`src/rtl/riscv_dmem_ctrl.sv`:
```
// Single-port data memory with req/ack handshake, byte-masked writes and range checking.
// Define DMEM_MISALIGN_CHK_EN to also flag misaligned addresses and irregular write masks.
module riscv_dmem_ctrl #(
  parameter int DEPTH_WORDS = 64,
  parameter int ADDR_W      = 32,
  parameter int WAIT_STATES = 0
) (
  input  logic              clk_in,
  input  logic              rst_in,
  input  logic              dmreq_in,
  input  logic              dmwe_in,
  input  logic [ADDR_W-1:0] dmaddr_in,
  input  logic [3:0]        dmwr_mask_in,
  input  logic [31:0]       dmdata_in,
  output logic              dmready_out,
  output logic              dmack_out,
  output logic [31:0]       dmdata_out,
  output logic              dmerr_out
);

  localparam int IDX_W = $clog2(DEPTH_WORDS);

  typedef enum logic [1:0] {S_IDLE, S_WAIT, S_RESP} state_t;

  state_t            state, state_nxt;
  logic [3:0]        cnt, cnt_nxt;
  logic              we_q;
  logic [ADDR_W-1:0] addr_q;
  logic [3:0]        mask_q;
  logic [31:0]       wdata_q;

  logic [31:0]       mem [0:DEPTH_WORDS-1];

  logic              accept, enter_resp, commit;
  logic              c_we, c_oor, c_err;
  logic [ADDR_W-1:0] c_addr;
  logic [3:0]        c_mask;
  logic [31:0]       c_wdata, c_bmask;
  logic [IDX_W-1:0]  c_idx;

  assign dmready_out = (state == S_IDLE);
  assign accept      = (state == S_IDLE) && dmreq_in;
  assign enter_resp  = (accept && (WAIT_STATES == 0)) || ((state == S_WAIT) && (cnt == 4'd0));
  assign commit      = enter_resp && rst_in;

  // With no wait states the commit edge is the accept edge, so use the live request.
  assign c_we    = (state == S_IDLE) ? dmwe_in      : we_q;
  assign c_addr  = (state == S_IDLE) ? dmaddr_in    : addr_q;
  assign c_mask  = (state == S_IDLE) ? dmwr_mask_in : mask_q;
  assign c_wdata = (state == S_IDLE) ? dmdata_in    : wdata_q;
  assign c_idx   = c_addr[IDX_W+1:2];
  assign c_oor   = |c_addr[ADDR_W-1:IDX_W+2];
  assign c_bmask = {{8{c_mask[3]}}, {8{c_mask[2]}}, {8{c_mask[1]}}, {8{c_mask[0]}}};

`ifdef DMEM_MISALIGN_CHK_EN
  logic mask_ok;

  always_comb begin
    mask_ok = 1'b0;
    case (c_mask)
      4'hF, 4'h3, 4'hC, 4'h1, 4'h2, 4'h4, 4'h8, 4'h0: mask_ok = 1'b1;
      default:                                        mask_ok = 1'b0;
    endcase
  end

  // The mask is irrelevant to reads, so only writes are checked for mask shape.
  assign c_err = c_oor || (c_addr[1:0] != 2'b00) || (c_we && !mask_ok);
`else
  logic [1:0] unused_lsb;
  assign unused_lsb = c_addr[1:0];
  assign c_err      = c_oor;
`endif

  always_comb begin
    state_nxt = state;
    cnt_nxt   = cnt;
    case (state)
      S_IDLE: begin
        if (dmreq_in) begin
          if (WAIT_STATES > 0) begin
            state_nxt = S_WAIT;
            cnt_nxt   = 4'(WAIT_STATES - 1);
          end else begin
            state_nxt = S_RESP;
          end
        end
      end
      S_WAIT: begin
        if (cnt == 4'd0) state_nxt = S_RESP;
        else             cnt_nxt   = cnt - 4'd1;
      end
      S_RESP:  state_nxt = S_IDLE;
      default: state_nxt = S_IDLE;
    endcase
  end

  always_ff @(posedge clk_in or negedge rst_in) begin
    if (!rst_in) begin
      state      <= S_IDLE;
      cnt        <= 4'd0;
      we_q       <= 1'b0;
      addr_q     <= '0;
      mask_q     <= 4'd0;
      wdata_q    <= 32'd0;
      dmack_out  <= 1'b0;
      dmerr_out  <= 1'b0;
      dmdata_out <= 32'd0;
    end else begin
      state <= state_nxt;
      cnt   <= cnt_nxt;
      if (accept) begin
        we_q    <= dmwe_in;
        addr_q  <= dmaddr_in;
        mask_q  <= dmwr_mask_in;
        wdata_q <= dmdata_in;
      end
      dmack_out  <= enter_resp;
      dmerr_out  <= enter_resp && c_err;
      dmdata_out <= (enter_resp && !c_we && !c_err) ? mem[c_idx] : 32'd0;
    end
  end

  // Storage is deliberately not reset.
  always_ff @(posedge clk_in) begin
    if (commit && c_we && !c_err)
      mem[c_idx] <= (mem[c_idx] & ~c_bmask) | (c_wdata & c_bmask);
  end

endmodule

```
`config.mk`:
```
export PLATFORM = sky130hd
export DESIGN_NAME = riscv_dmem_ctrl
export DESIGN_NICKNAME = d
export VERILOG_FILES = /design/src/rtl/riscv_dmem_ctrl.sv
export SDC_FILE = /design/constraint.sdc
export NUM_CORES = 2
export LEC_CHECK = 0
export CORE_MARGIN = 10
export CORE_UTILIZATION = 50
export CTS_CLUSTER_DIAMETER = 80
export DETAILED_ROUTE_END_ITERATION = 8
export HOLD_SLACK_MARGIN = 0.06
export PLACE_DENSITY = 0.62
export SYNTH_ARGS = -nofsm -noshare
export SYNTH_HDL_FRONTEND = slang
export SYNTH_SLANG_ARGS = --single-unit
export TNS_END_PERCENT = 50
```
`constraint.sdc`:
```
create_clock -name clk_in -period 6 [get_ports clk_in]
set_clock_uncertainty 0.1 [all_clocks]
set_input_delay 1.2 -clock clk_in [delete_from_list [all_inputs] [get_ports clk_in]]
set_output_delay 1.2 -clock clk_in [all_outputs]
set_load 0.01 [all_outputs]
```
[After elaboration in Yosys (flattened, before gate mapping)]
Memory sizes are Yosys's and may differ from the RTL's.
Index checks and enable logic that the tools add are counted.
Word-level totals
  bits of input ports: 72
  memory bits (writable): 2048
  logic and storage cells: 45
  memories kept: 1
  bits in registers: 109
Cells by class
  reduce and logical (&&, ||, !) cells: 16
  multiplexer cells: 10
  add/subtract/negate cells: 1
  equality and inequality tests: 3
  bitwise logic cells: 5
Memory list
  mem: words 64, bits a word 32, read ports 1, clocked after memory_dff 0, wr ports 1, RTL line 32  | logic [31:0] mem [0:DEPTH_WORDS-1];
Operators with widths (number)
  two-way mux 32 bit: 3
  AND 32 bit: 2
  NOT 32 bit: 1
  bitwise OR 32 bit: 1
  OR reduction 24 bit: 1
  logical AND 1 bit: 8
  zero test 4 bit: 1
  two-way mux 2 bit: 2
  two-way mux 4 bit: 1
  case mux 2 bit (2 select lines): 1
  AND reduction 2 bit: 2
  subtractor 4 x 1 -> 4 bit, second input constant: 1
  two-way mux 1 bit: 3
  equality test 2 x 1 -> 1 bit, second input constant: 1
  zero test 1 bit: 2
  zero test 2 bit: 1
  != test 2 x 1 -> 1 bit, second input constant: 1
  != test 2 bit, second input constant: 1
  logical OR 1 bit: 1
  NOT 1 bit: 1

[Longest topological paths before layout]
  word-level depth: 8
  gate-level depth with buffers: 13
  mapped depth without buffers: 7

[Least setup slack after synthesis]
Ideal clock, no wire load.
  path kind: input port to flip-flop
  from: in dmaddr_in[3]
  to: mem mem[0][2], data pin
  slack: 0.328 ns
  arrival time: 4.984 ns
  stages: 11
  library setup time: 0.588 ns
  required time: 5.312 ns
  buffers on the path: 5
  cells stage by stage: buf_2 -> and4bb_1 -> or2_1 -> buf_2 -> clkbuf_1 -> buf_1 -> buf_2 -> a22oi_1 -> a31oi_1 -> nor4_1 -> a31oi_1
Between the ends
  cells in the longest elaborated chain, start to end: 4
Ends and longest elaborated chain
  start: declaration: RTL line 12  | input logic [ADDR_W-1:0] dmaddr_in,
  two-way mux 32 bit: RTL line 48  | assign c_addr = (state == S_IDLE) ? dmaddr_in : addr_q;
  memory read (64 x 32 bit)
  AND 32 bit: RTL line 126  | mem[c_idx] <= (mem[c_idx] & ~c_bmask) | (c_wdata & c_bmask);
  bitwise OR 32 bit: RTL line 126
  end: declaration: RTL line 32
Every way passes these cells.

[Final worst setup path]
  from: in dmaddr_in[4]
  to: mem mem[51][4], data pin
The elaborated chain is that of the path after synthesis.

==> results.txt <==
I/O Pins = 107
Crit Path Max Fanout = 64
critical path required time = 6.53 ns
sequential-to-total area share from yosys stat = 0.7927
Root Driver = clkbuf_16
clock buffer depth = 3
WP data arrival = 5.72 ns
core area = 0.1606 mm2
f_max = 0.1928 GHz
simple-gate share of the synthesized area = 0.03597
DR WL/cell = 35.45 um
worst-margin pin slew = 1.336 ns
Die Area = 0.1780 mm2
Layout area overhead = 17.62%
period utilisation layout = 0.8643
number of routed nets with antenna violations = 0
hpwl dp = 157.0 mm
# setup viols final = 0
Synth Area per Inst = 17.37 um2
Peak VDD IR = 232.9 uV
Slew headroom = 0.1059
min Tclk post-route = 5.186 ns
status = finished clean
ys async rst share = 0.04700
CTS buffer count = 205
hold slack = 0.1884 ns
flops & latches, synth = 2,149
H-tree depth = 4
Warnings, synthesis = 0
RSZ-0062 raised after global routing = no
cell with the most instances on the worst path = buf_12
Post-CTS Setup Bufs = 0
fillers = 11,910
most frequent cells in the layout = edfxtp_1 (2,048), a22oi_1 (577), buf_4 (315), nand2_1 (285), clkbuf_16 (205)
crit end category = register
largest net degree at the start of global routing = 72
Clk pin slew, worst setup/hold paths = 0.06 ns
max incr delay on CP = 0.80 ns
layout cell share with drive strength beyond 1 = 0.1686
Gate Count Post-Synth = 4,649
dpl cells = 7,015
Post-CTS Hold Buffers = 0
initial antenna violation count = 5
Pleak = 0.03044 uW
max-cap viol count = 0
commonest non-fill, non-tap cell in the layout = edfxtp_1
gr ovfl total = 0
Synth Cell Area = 0.08077 mm2
Mapped Nets = 4,721
Vias = 49,660
PortBufs = 104
largest family of logic cells by synthesized area = compound AO/OA/AOI/OAI gates
Slowest cell on crit path = a31oi_1
Post-Synth Adder-Cell Area = 0
mux contribution to synthesized area = 0.02841
Die Width = 421.9 um
WL final = 262.0 mm
Core Util, Final = 0.5917
CTS resizes = 0
GRT Overall Usage = 0.2874
Final Non-Filler Cells = 7,391
starting density of the core = 0.5030
power per cell area = 357.5 mW/mm2
Synth cell types = 70
number of remaining DRC errors = 0
Hold WC Path Type = input port to async pin
ant diodes = 0
First-pass DRT Iterations = 8
initial DRC count = 7,159
first-pass GRT wire length = 367.8 mm
Setup crit start kind = input port
post-synthesis xor/xnor area fraction = 0
die height = 421.9 um
compound-gate portion of the synthesized area = 0.1249
Nets = 5,134
vias per inst = 6.718
Slew Viols, Final = 0
critical path class = input port to register
vias in the first global route = 47,400
final setup TNS = 0 ns
worst skew pair latency = 0.87 ns
main flop type after synthesis = edfxtp_1
crit path cell chain = clkdlybuf4s50_1 -> nor3_1 -> o21a_4 -> buf_12 -> buf_4 -> a22oi_1 -> a31oi_1 -> nor4_1 -> and2_1 -> a21oi_4 -> buf_12
CTS tree = done
row count = 147
clock sink total = 2,149
EDFF count, synth = 2,048
Fin. Hold Viols = 0
routability-driven placement congestion ratio = 0.8710
-- metrics by stage --
stage	power (uW)	setup slack [ns]	cell area, um2
floorplan	19630	0.3276	80770
global placement	21680	0.2083	88620
detailed placement	21750	0.1480	88620
CTS	33920	1.044	95000
global route	34810	0.6984	95000
finish	33970	0.8145	95000
-- critical path: cells and delay by family --
| kind | cells | cell delay, ns |
|---|---|---|
| compound gates | 4 | 1.68 |
| simple gates | 3 | 1.16 |
| buf+inv | 4 | 1.51 |
-- flip-flops by register name, summed over array words and instances (netlist names) --
signal / cells
mem: 2048
addr_q: 30
state: 1
mask_q: 4
dmdata_out: 32
wdata_q: 32
dmack_out: 1
dmerr_out: 1
-- report_power, final --
part           switching, uW  leakage (uW)  internal, uW  total [uW]
registers               62.9        0.0197         17400       17400
logic                   2940       0.00757          1190        4130
clock network           5590       0.00314          6810       12400
-- logic make-up (layout without fill, tap and decap cells) --
logic type / Yosys count / after routing
flops: 2149 / 2149
compound gates: 1325 / 1325
simple gates: 625 / 625
buf+inv: 327 / 909
mux: 223 / 223
-- synthesized netlist by cell type (all sizes together) (41+ instances only) --
master | n | share of area
mux2 | 41 | 0.0059
mux2i | 182 | 0.023
a222oi | 50 | 0.0062
a21oi | 84 | 0.0053
nand2 | 292 | 0.014
a41oi | 61 | 0.0066
nor2 | 123 | 0.0057
a221oi | 83 | 0.0090
a31oi | 121 | 0.0094
edfxtp | 2048 | 0.76
o22a | 84 | 0.0091
buf | 187 | 0.012
a22o | 45 | 0.0049
clkbuf | 130 | 0.0060
a22oi | 577 | 0.054
dfrtp | 101 | 0.031
-- layer usage --
metal  vias to the layer above  GRT usage  part of all wire
met5                         -          0           0.00013
met4                         6     0.1030             0.039
met3                       550    0.06586              0.12
met2                      3400     0.4467              0.46
met1                     25610     0.3985              0.38
li1                      20090          -                 -
-- final cells by class --
| class | count | area [um2] | share of cell area |
|---|---|---|---|
| Multi-Input combinational cell | 2173 | 16360 | 0.1722 |
| Timing Repair Buffer | 523 | 5498 | 0.05787 |
| Sequential cell | 2149 | 64030 | 0.6740 |
| Inverter | 10 | 37.54 | 0.0003951 |
| Clock inverter | 124 | 1044 | 0.01098 |
| Tap cell | 2160 | 2703 | 0.02845 |
| Clock buffer | 252 | 5336 | 0.05617 |
-- worst paths after layout --
kind | cells after the start | endpoint | from | slack [ns]
hold reg to reg | 2 | addr_q[22]$_DFFE_PN0P_ | addr_q[22]$_DFFE_PN0P_ | 0.37
hold / removal | 1 | addr_q[18]$_DFFE_PN0P_ | rst_in | 0.19
setup / recovery | 11 | mem[51][4]$_DFFE_PP_ | dmaddr_in[4] | 0.81
setup reg to reg | 11 | mem[50][7]$_DFFE_PP_ | state[1]$_DFFE_PN0P_ | 0.97
max in group asynchronous | 2 | dmdata_out[25]$_DFF_PN0_ | rst_in | 4.31
min in group clk_in | 2 | addr_q[22]$_DFFE_PN0P_ | addr_q[22]$_DFFE_PN0P_ | 0.37
No activity file was read; power rests on OpenSTA's default activity.
